==> config.mk <==
export PLATFORM = sky130hd
export DESIGN_NAME = instr_sequencer_flat
export DESIGN_NICKNAME = d
export VERILOG_FILES = /design/src/rtl/instr_sequencer_pkg.sv /design/src/rtl/instr_sequencer_if.sv /design/src/rtl/instr_sequencer_mem_wait_timer.sv /design/src/rtl/instr_sequencer.sv /design/src/flat_wrapper.sv
export SDC_FILE = /design/constraint.sdc
export NUM_CORES = 1
export LEC_CHECK = 0
export ABC_AREA = 1
export CAP_MARGIN = 20
export CORE_MARGIN = 1
export CORE_UTILIZATION = 40
export CTS_BUF_LIST = sky130_fd_sc_hd__clkbuf_16
export DETAILED_ROUTE_END_ITERATION = 6
export DONT_BUFFER_PORTS = 1
export GPL_ROUTABILITY_DRIVEN = 0
export GPL_TIMING_DRIVEN = 0
export HOLD_SLACK_MARGIN = 0.1
export PLACE_DENSITY = 0.51
export SLEW_MARGIN = 5
export SYNTH_ARGS = -nofsm -noshare
export SYNTH_HDL_FRONTEND = slang
export SYNTH_SLANG_ARGS = --single-unit
==> constraint.sdc <==
create_clock -name clk -period 3.7 [get_ports clk]
set_input_delay 0.74 -clock clk [delete_from_list [all_inputs] [get_ports clk]]
set_output_delay 0.74 -clock clk [all_outputs]
set_load 0.1 [all_outputs]
==> src/rtl/instr_sequencer_pkg.sv <==
// Shared types and constants for the multi-cycle instruction sequencer.
package instr_sequencer_pkg;

  localparam int unsigned OP_W     = 6;
  localparam int unsigned PC_SRC_W = 2;
  localparam int unsigned FAULT_W  = 2;

  typedef enum logic [2:0] {
    S_IDLE, S_FETCH, S_DECODE, S_EXECUTE, S_MEM, S_WB, S_HALTED, S_FAULT
  } state_t;

  typedef enum logic [2:0] {
    CLS_ALU, CLS_LOAD, CLS_STORE, CLS_BRANCH, CLS_CALL, CLS_HALT, CLS_ILLEGAL
  } op_class_t;

  localparam logic [OP_W-1:0] OP_LOAD  = 6'd3;
  localparam logic [OP_W-1:0] OP_STORE = 6'd4;
  localparam logic [OP_W-1:0] OP_CALL  = 6'd10;
  localparam logic [OP_W-1:0] OP_HALT  = 6'd63;

  // One bit per opcode value: ALU = 0..2, BRANCH = 5..9, 11, 12
  localparam logic [63:0] ALU_SET    = 64'h0000_0000_0000_0007;
  localparam logic [63:0] BRANCH_SET = 64'h0000_0000_0000_1BE0;

  localparam logic [PC_SRC_W-1:0] PC_SRC_SEQ    = 2'd0;
  localparam logic [PC_SRC_W-1:0] PC_SRC_BRANCH = 2'd1;
  localparam logic [PC_SRC_W-1:0] PC_SRC_REG    = 2'd2;

  localparam logic [FAULT_W-1:0] FC_NONE    = 2'd0;
  localparam logic [FAULT_W-1:0] FC_ILLEGAL = 2'd1;
  localparam logic [FAULT_W-1:0] FC_IMEM    = 2'd2;
  localparam logic [FAULT_W-1:0] FC_DMEM    = 2'd3;

  function automatic op_class_t op_class(input logic [OP_W-1:0] op);
    op_class_t cls;
    if (ALU_SET[op])         cls = CLS_ALU;
    else if (BRANCH_SET[op]) cls = CLS_BRANCH;
    else if (op == OP_LOAD)  cls = CLS_LOAD;
    else if (op == OP_STORE) cls = CLS_STORE;
    else if (op == OP_CALL)  cls = CLS_CALL;
    else if (op == OP_HALT)  cls = CLS_HALT;
    else                     cls = CLS_ILLEGAL;
    return cls;
  endfunction

endpackage

==> src/rtl/instr_sequencer_if.sv <==
// Core/datapath <-> sequencer control bus.
interface instr_sequencer_if #(
  parameter int unsigned CNT_W = 32
);
  import instr_sequencer_pkg::*;

  logic                start;
  logic                stop_req;
  logic [OP_W-1:0]     op_code;
  logic                branch_taken;
  logic                imem_ack;
  logic                dmem_ack;
  logic                imem_req;
  logic                ir_load;
  logic                dmem_req;
  logic                dmem_we;
  logic                rf_we;
  logic                pc_load;
  logic [PC_SRC_W-1:0] pc_src;
  logic                busy;
  logic                halted;
  logic                fault;
  logic [FAULT_W-1:0]  fault_code;
  logic [CNT_W-1:0]    retired;

  modport master (
    output start, stop_req, op_code, branch_taken, imem_ack, dmem_ack,
    input  imem_req, ir_load, dmem_req, dmem_we, rf_we, pc_load, pc_src,
           busy, halted, fault, fault_code, retired
  );

  modport slave (
    input  start, stop_req, op_code, branch_taken, imem_ack, dmem_ack,
    output imem_req, ir_load, dmem_req, dmem_we, rf_we, pc_load, pc_src,
           busy, halted, fault, fault_code, retired
  );

endinterface

==> src/rtl/instr_sequencer_mem_wait_timer.sv <==
// Counts wait cycles of an outstanding memory request; expired marks the last allowed cycle.
module instr_sequencer_mem_wait_timer #(
  parameter int unsigned LIMIT = 16
) (
  input  logic clk,
  input  logic reset,
  input  logic clear,
  input  logic enable,
  output logic expired
);

  localparam int unsigned CW = $clog2(LIMIT + 1);

  logic [CW-1:0] count;

  always_ff @(posedge clk) begin
    if (reset || clear) begin
      count <= '0;
    end else if (enable && !expired) begin
      count <= count + CW'(1);
    end
  end

  assign expired = (count == CW'(LIMIT - 1));

endmodule

==> src/rtl/instr_sequencer.sv <==
// FETCH/DECODE/EXECUTE/MEM/WB sequencer: gates datapath strobes, handles memory handshakes,
// counts retirements and owns halt/fault.
module instr_sequencer
  import instr_sequencer_pkg::*;
#(
  parameter int unsigned MEM_TIMEOUT = 16,
  parameter int unsigned CNT_W       = 32
) (
  input logic             clk,
  input logic             reset,
  instr_sequencer_if.slave bus
);

  state_t              state;
  state_t              next_state;
  op_class_t           op_cls;
  logic                stop_q;
  logic                retire;
  logic                waiting;
  logic                timer_clear;
  logic                wait_expired;
  logic [PC_SRC_W-1:0] pc_src_c;
  logic [FAULT_W-1:0]  fault_code_d;

  logic                imem_req_q;
  logic                dmem_req_q;
  logic                dmem_we_q;
  logic                rf_we_q;
  logic                busy_q;
  logic                halted_q;
  logic                fault_q;
  logic [FAULT_W-1:0]  fault_code_q;
  logic [CNT_W-1:0]    retired_q;

  // Wait counter restarts on every entry to FETCH/MEM and runs while the request is unanswered
  assign waiting     = ((state == S_FETCH) && (next_state == S_FETCH)) ||
                       ((state == S_MEM)   && (next_state == S_MEM));
  assign timer_clear = !waiting;

  instr_sequencer_mem_wait_timer #(
    .LIMIT (MEM_TIMEOUT)
  ) u_wait_timer (
    .clk     (clk),
    .reset   (reset),
    .clear   (timer_clear),
    .enable  (waiting),
    .expired (wait_expired)
  );

  // Next state, retirement and the strobes that depend on same-cycle acks or branch_taken
  always_comb begin
    next_state   = state;
    retire       = 1'b0;
    pc_src_c     = PC_SRC_SEQ;
    fault_code_d = fault_code_q;
    case (state)
      S_IDLE: begin
        if (bus.start) next_state = S_FETCH;
      end
      S_FETCH: begin
        if (bus.imem_ack) begin
          next_state = S_DECODE;
        end else if (wait_expired) begin
          next_state   = S_FAULT;
          fault_code_d = FC_IMEM;
        end
      end
      S_DECODE: begin
        case (op_class(bus.op_code))
          CLS_HALT:    next_state = S_HALTED;
          CLS_ILLEGAL: begin
            next_state   = S_FAULT;
            fault_code_d = FC_ILLEGAL;
          end
          default:     next_state = S_EXECUTE;
        endcase
      end
      S_EXECUTE: begin
        case (op_cls)
          CLS_ALU, CLS_CALL:    next_state = S_WB;
          CLS_LOAD, CLS_STORE:  next_state = S_MEM;
          default: begin
            retire   = 1'b1;
            pc_src_c = bus.branch_taken ? PC_SRC_BRANCH : PC_SRC_SEQ;
          end
        endcase
      end
      S_MEM: begin
        if (bus.dmem_ack) begin
          if (op_cls == CLS_LOAD) next_state = S_WB;
          else                    retire     = 1'b1;
        end else if (wait_expired) begin
          next_state   = S_FAULT;
          fault_code_d = FC_DMEM;
        end
      end
      S_WB: begin
        retire   = 1'b1;
        pc_src_c = (op_cls == CLS_CALL) ? PC_SRC_REG : PC_SRC_SEQ;
      end
      default: next_state = state;
    endcase
    if (retire) next_state = stop_q ? S_IDLE : S_FETCH;
  end

  // State, opcode class, stop latch, counter and next-state-decoded registered outputs
  always_ff @(posedge clk) begin
    if (reset) begin
      state        <= S_IDLE;
      op_cls       <= CLS_ALU;
      stop_q       <= 1'b0;
      imem_req_q   <= 1'b0;
      dmem_req_q   <= 1'b0;
      dmem_we_q    <= 1'b0;
      rf_we_q      <= 1'b0;
      busy_q       <= 1'b0;
      halted_q     <= 1'b0;
      fault_q      <= 1'b0;
      fault_code_q <= FC_NONE;
      retired_q    <= '0;
    end else begin
      state <= next_state;
      if (state == S_DECODE) op_cls <= op_class(bus.op_code);
      // Entering IDLE consumes the stop request; stop_req seen idle without start is ignored
      if ((next_state == S_IDLE) && (state != S_IDLE)) begin
        stop_q <= 1'b0;
      end else if (bus.stop_req && ((state != S_IDLE) || bus.start)) begin
        stop_q <= 1'b1;
      end
      imem_req_q   <= (next_state == S_FETCH);
      dmem_req_q   <= (next_state == S_MEM);
      dmem_we_q    <= (next_state == S_MEM) && (op_cls == CLS_STORE);
      rf_we_q      <= (next_state == S_WB);
      busy_q       <= !((next_state == S_IDLE) || (next_state == S_HALTED) ||
                        (next_state == S_FAULT));
      halted_q     <= (next_state == S_HALTED);
      fault_q      <= (next_state == S_FAULT);
      fault_code_q <= fault_code_d;
      retired_q    <= retired_q + CNT_W'(retire);
    end
  end

  assign bus.imem_req   = imem_req_q;
  assign bus.ir_load    = (state == S_FETCH) && bus.imem_ack;
  assign bus.dmem_req   = dmem_req_q;
  assign bus.dmem_we    = dmem_we_q;
  assign bus.rf_we      = rf_we_q;
  assign bus.pc_load    = retire;
  assign bus.pc_src     = pc_src_c;
  assign bus.busy       = busy_q;
  assign bus.halted     = halted_q;
  assign bus.fault      = fault_q;
  assign bus.fault_code = fault_code_q;
  assign bus.retired    = retired_q;

endmodule

==> src/flat_wrapper.sv <==
// flat-port wrapper written by rule: the top's interface ports become plain ports
module instr_sequencer_flat import instr_sequencer_pkg::*;
#(
  parameter int unsigned MEM_TIMEOUT = 16,
  parameter int unsigned CNT_W       = 32
)
  (clk, reset, bus_start, bus_stop_req, bus_op_code, bus_branch_taken, bus_imem_ack, bus_dmem_ack, bus_imem_req, bus_ir_load, bus_dmem_req, bus_dmem_we, bus_rf_we, bus_pc_load, bus_pc_src, bus_busy, bus_halted, bus_fault, bus_fault_code, bus_retired);
  instr_sequencer_if #(.CNT_W(CNT_W)) bus_i ();
  input logic clk;
  input logic reset;
  input wire logic [$bits(bus_i.start)-1:0] bus_start;
  input wire logic [$bits(bus_i.stop_req)-1:0] bus_stop_req;
  input wire logic [$bits(bus_i.op_code)-1:0] bus_op_code;
  input wire logic [$bits(bus_i.branch_taken)-1:0] bus_branch_taken;
  input wire logic [$bits(bus_i.imem_ack)-1:0] bus_imem_ack;
  input wire logic [$bits(bus_i.dmem_ack)-1:0] bus_dmem_ack;
  output wire logic [$bits(bus_i.imem_req)-1:0] bus_imem_req;
  output wire logic [$bits(bus_i.ir_load)-1:0] bus_ir_load;
  output wire logic [$bits(bus_i.dmem_req)-1:0] bus_dmem_req;
  output wire logic [$bits(bus_i.dmem_we)-1:0] bus_dmem_we;
  output wire logic [$bits(bus_i.rf_we)-1:0] bus_rf_we;
  output wire logic [$bits(bus_i.pc_load)-1:0] bus_pc_load;
  output wire logic [$bits(bus_i.pc_src)-1:0] bus_pc_src;
  output wire logic [$bits(bus_i.busy)-1:0] bus_busy;
  output wire logic [$bits(bus_i.halted)-1:0] bus_halted;
  output wire logic [$bits(bus_i.fault)-1:0] bus_fault;
  output wire logic [$bits(bus_i.fault_code)-1:0] bus_fault_code;
  output wire logic [$bits(bus_i.retired)-1:0] bus_retired;
  assign bus_i.start = bus_start;
  assign bus_i.stop_req = bus_stop_req;
  assign bus_i.op_code = bus_op_code;
  assign bus_i.branch_taken = bus_branch_taken;
  assign bus_i.imem_ack = bus_imem_ack;
  assign bus_i.dmem_ack = bus_dmem_ack;
  assign bus_imem_req = bus_i.imem_req;
  assign bus_ir_load = bus_i.ir_load;
  assign bus_dmem_req = bus_i.dmem_req;
  assign bus_dmem_we = bus_i.dmem_we;
  assign bus_rf_we = bus_i.rf_we;
  assign bus_pc_load = bus_i.pc_load;
  assign bus_pc_src = bus_i.pc_src;
  assign bus_busy = bus_i.busy;
  assign bus_halted = bus_i.halted;
  assign bus_fault = bus_i.fault;
  assign bus_fault_code = bus_i.fault_code;
  assign bus_retired = bus_i.retired;
  instr_sequencer #(.MEM_TIMEOUT(MEM_TIMEOUT), .CNT_W(CNT_W)) u_core (.clk(clk), .reset(reset), .bus(bus_i));
endmodule
==> flow_summary_export.csv <==
group,metric,value,unit
routing,vias,2500,
cts,cts_buffers,5,
floorplan,initial_utilization,42.2,%
worst_setup_path,rrSetupSlack,0.40,ns
finish,nFillCells,745,
timing,timing_worst_slew_pin_value,1.15,ns
synthesis,postSynthAreaPerCell,7.26,µm²
routing,dr.pass1.iters,4,
place,dpl.hpwl,5060,µm
floorplan,dieArea,0.00768,mm²
worst_setup_path,r2r-end,"u_core.bus.retired[30]$_SDFF_PP0_",
worst_setup_path,r2r-start,"u_core.state[0]$_SDFF_PP0_",
global_routing,grt_pass1_wl,10900,µm
place,io_buffer_count,0,
place,place_inst,503,
cts,cts_setup_buffers,0,
finish,final_net_count,431,
timing,fin_crit,3.30,ns
floorplan,ios,58,
cts,clkTransAtPathRegs,0.07,ns
min_path,hold_end,"u_core.u_wait_timer.count[0]$_SDFFE_PP0P_",
pwr,p_leak,1.30,nW
global_routing,antenna_found_initial,0,
finish,drive_above_1_share,17.4,%
synthesis,synthTopCellsByCount,"67 x nand2_1, 55 x inv_1, 53 x dfxtp_1, 49 x nor2_1, 27 x a21oi_1",
routing,wl,6590,µm
timing,final-setup-viol-count,0,
worst_setup_path,arrival,3.47,ns
cts,cts_max_level,2,
finish,antennaDiodeCount,0,
finish,synthToLayoutAreaGrowth,10.5,%
timing,post-route-period-util,89.2,%
worst_setup_path,critPathMaxFanout,8,
worst_setup_path,required,3.87,ns
synthesis,yosys.area.top_type,"dfxtp_1",
synthesis,synth_top_area_share,36.2,%
global_routing,grt_pass1_vias,2350,
cts,cts.sinks,53,
synthesis,syn_area,0.00293,mm²
routing,drtAntennaViolNets,0,
synthesis,synth-seq-cells,53,
synthesis,synth_edf_count,0,
pwr,ir_drop,0.273,mV
timing,rsz0062_at_grt,"false",
floorplan,core,0.00694,mm²
worst_setup_path,reg2reg_depth,16,
cts,ctsHoldBuffers,0,
timing,hold_viol,0,
finish,fin_util,46.6,%
worst_setup_path,startpoint_type,"flip-flop",
min_path,hp-start,"u_core.u_wait_timer.count[0]$_SDFFE_PP0P_",
synthesis,yosys_warnings,0,
routing,wl_per_cell,12.9,µm
min_path,hold_path_class,"reg -> reg",
synthesis,postSynthNetCount,421,
routing,via_per_inst,4.91,
floorplan,chipHeight,87.6,µm
cts,insertion_delay,0.29,ns
synthesis,ys_types,42,
timing,finClkSkew,0.00843,ns
pwr,total_power,0.00193,W
timing,setup_tns,0,ns
synthesis,yosys-top-cells-area,"dfxtp_1 36%, nand2_1 8.6%, inv_1 7.0%",
timing,slew_headroom,23.0,%
global_routing,track_usage,18.4,%
outcome,outcome,"finished, final reports clean",
global_routing,grt_max_degree,15,
cts,clock_path_buffers,2,
floorplan,num_rows,30,
synthesis,synthCells,404,
flow_run,maxCapViolCount,0,
cts,cts_tree,"yes",
timing,clock.fmax,303,MHz
finish,final_cell_count_no_fill,509,
cts,root_buffer,"clkbuf_16",
synthesis,synth.most_common_cell,"nand2_1",
worst_setup_path,end_kind,"flip-flop",
synthesis,synth_flop_cell,"dfxtp_1",
min_path,min_path_cells,1,
worst_setup_path,crit_type,"reg -> reg",
synthesis,ys_seq_area_share,36.2,%
global_routing,grt.overflow.total,0,
synthesis,async_flop_share,0,%
routing,drt_iter0_markers,62,
floorplan,die_x,87.6,µm
pwr,power.density,596,mW/mm²
routing,drc,0,
cts,ctsResizeCount,0,
timing,drv_slew,0,
## how the worst max path moves through the flow
stage                          startpoint                           endpoint  slack (ns)  depth (start not counted)
6_report       u_core.state[0]$_SDFF_PP0_  u_core.bus.retired[30]$_SDFF_PP0_        0.40                         16
5_1_grt        u_core.state[0]$_SDFF_PP0_  u_core.bus.retired[24]$_SDFF_PP0_        0.13                         16
4_1_cts        u_core.state[0]$_SDFF_PP0_  u_core.bus.retired[30]$_SDFF_PP0_        0.36                         16
3_5_place_dp                 bus_dmem_ack  u_core.bus.retired[30]$_SDFF_PP0_        0.29                         14
3_3_place_gp   u_core.state[1]$_SDFF_PP0_                      bus_pc_src[1]        0.18                          5
2_1_floorplan  u_core.state[1]$_SDFF_PP0_                      bus_pc_src[1]        0.26                          5
## metrics by stage
step	setup WS [ns]	hold slack, ns	cell area (µm²)
floorplan	0.262	0.441	2930
global placement	0.182	0.462	3050
detailed placement	0.286	0.469	3110
CTS	0.360	0.480	3240
global route	0.128	0.495	3240
finish	0.399	0.475	3240
## worst max-delay path: stages (launching register included)
cell and delay, ns:
dfxtp_1 0.30, buf_6 0.13, nor2_4 0.19, nand4_1 0.20, nand3_4 0.40, ha_1 0.29
ha_1 0.19, nand2_1 0.07, inv_2 0.12, nand4_2 0.13, nor3_4 0.26, nand4_2 0.15
nor2_2 0.21, nand3_1 0.15, nor2_1 0.17, nand2_1 0.06, nor3b_2 0.18
## final cells by class
class,instances,area (µm²),share of cell area (%)
plain buffers,7,47.5,1.47
clock buffers,5,125,3.86
clock inverters,1,5.00,0.154
inverters,67,251,7.76
multi-input cells,277,1580,48.9
flip-flops and latches,53,1060,32.8
well taps,96,120,3.71
repair buffers,3,46.3,1.43
## sequential cells by signal (all words and copies together) (netlist names)
name	count
u_core.bus.busy	1
u_core.bus.dmem_req	1
u_core.bus.dmem_we	1
u_core.bus.fault	1
u_core.bus.fault_code	2
u_core.bus.halted	1
u_core.bus.imem_req	1
u_core.bus.retired	32
u_core.bus.rf_we	1
u_core.op_cls	3
u_core.state	3
u_core.stop_q	1
u_core.u_wait_timer.count	5
## layer usage
metal	GRT usage (%)	vias to the layer above	wire, µm	share of wire (%)
li1	-	1321	-	-
met1	21.9	1128	3040	46
met2	32.7	42	3170	48
met3	4.15	9	264	4.0
met4	5.96	0	116	1.8
met5	0	-	0	0
## power breakdown
part / total (W) / internal [W] / switching (W)
clock: 0.000435 / 0.000242 / 0.000193
combinational: 0.000665 / 0.000216 / 0.000449
sequential: 0.000831 / 0.000625 / 0.000206
## cell usage in the layout (no fill, tap or decap), types with 2 or more instances in the layout
| master | synthesis | layout |
|---|---|---|
| nand2_1 | 67 | 67 |
| inv_1 | 55 | 55 |
| dfxtp_1 | 53 | 53 |
| nor2_1 | 49 | 47 |
| a21oi_1 | 27 | 27 |
| nor3_1 | 22 | 21 |
| nand3_1 | 19 | 19 |
| inv_2 | 11 | 11 |
| nor2_2 | 9 | 11 |
| o21ai_0 | 11 | 11 |
| nor2_4 | 7 | 7 |
| xor2_1 | 7 | 7 |
| nand2_2 | 6 | 6 |
| nand4_1 | 6 | 6 |
| nand3_2 | 5 | 5 |
| clkbuf_16 | 0 | 5 |
| o21a_1 | 4 | 4 |
| nand2_4 | 4 | 4 |
| ha_1 | 4 | 4 |
| nor3_2 | 2 | 3 |
| nand4_2 | 3 | 3 |
| buf_1 | 2 | 3 |
| and3_1 | 3 | 3 |
| nor3b_2 | 3 | 3 |
| buf_6 | 2 | 2 |
| buf_2 | 2 | 2 |
| nor4_1 | 2 | 2 |
| nand3b_1 | 2 | 2 |
| o31ai_1 | 2 | 2 |
| nor3b_1 | 2 | 2 |
## logic make-up (layout without fill, tap and decap cells)
logic type	after synthesis	in the layout	synth area share, %
AOI/OAI and AO/OA	51	51	10.1
DFF	53	53	36.2
and+or+nand+nor	214	214	39.5
adders and majority gates	4	4	1.71
xor gates and xnor gates	8	8	2.39
buffers and inverters	74	83	10.2
Power figures use the tool's default switching activity.
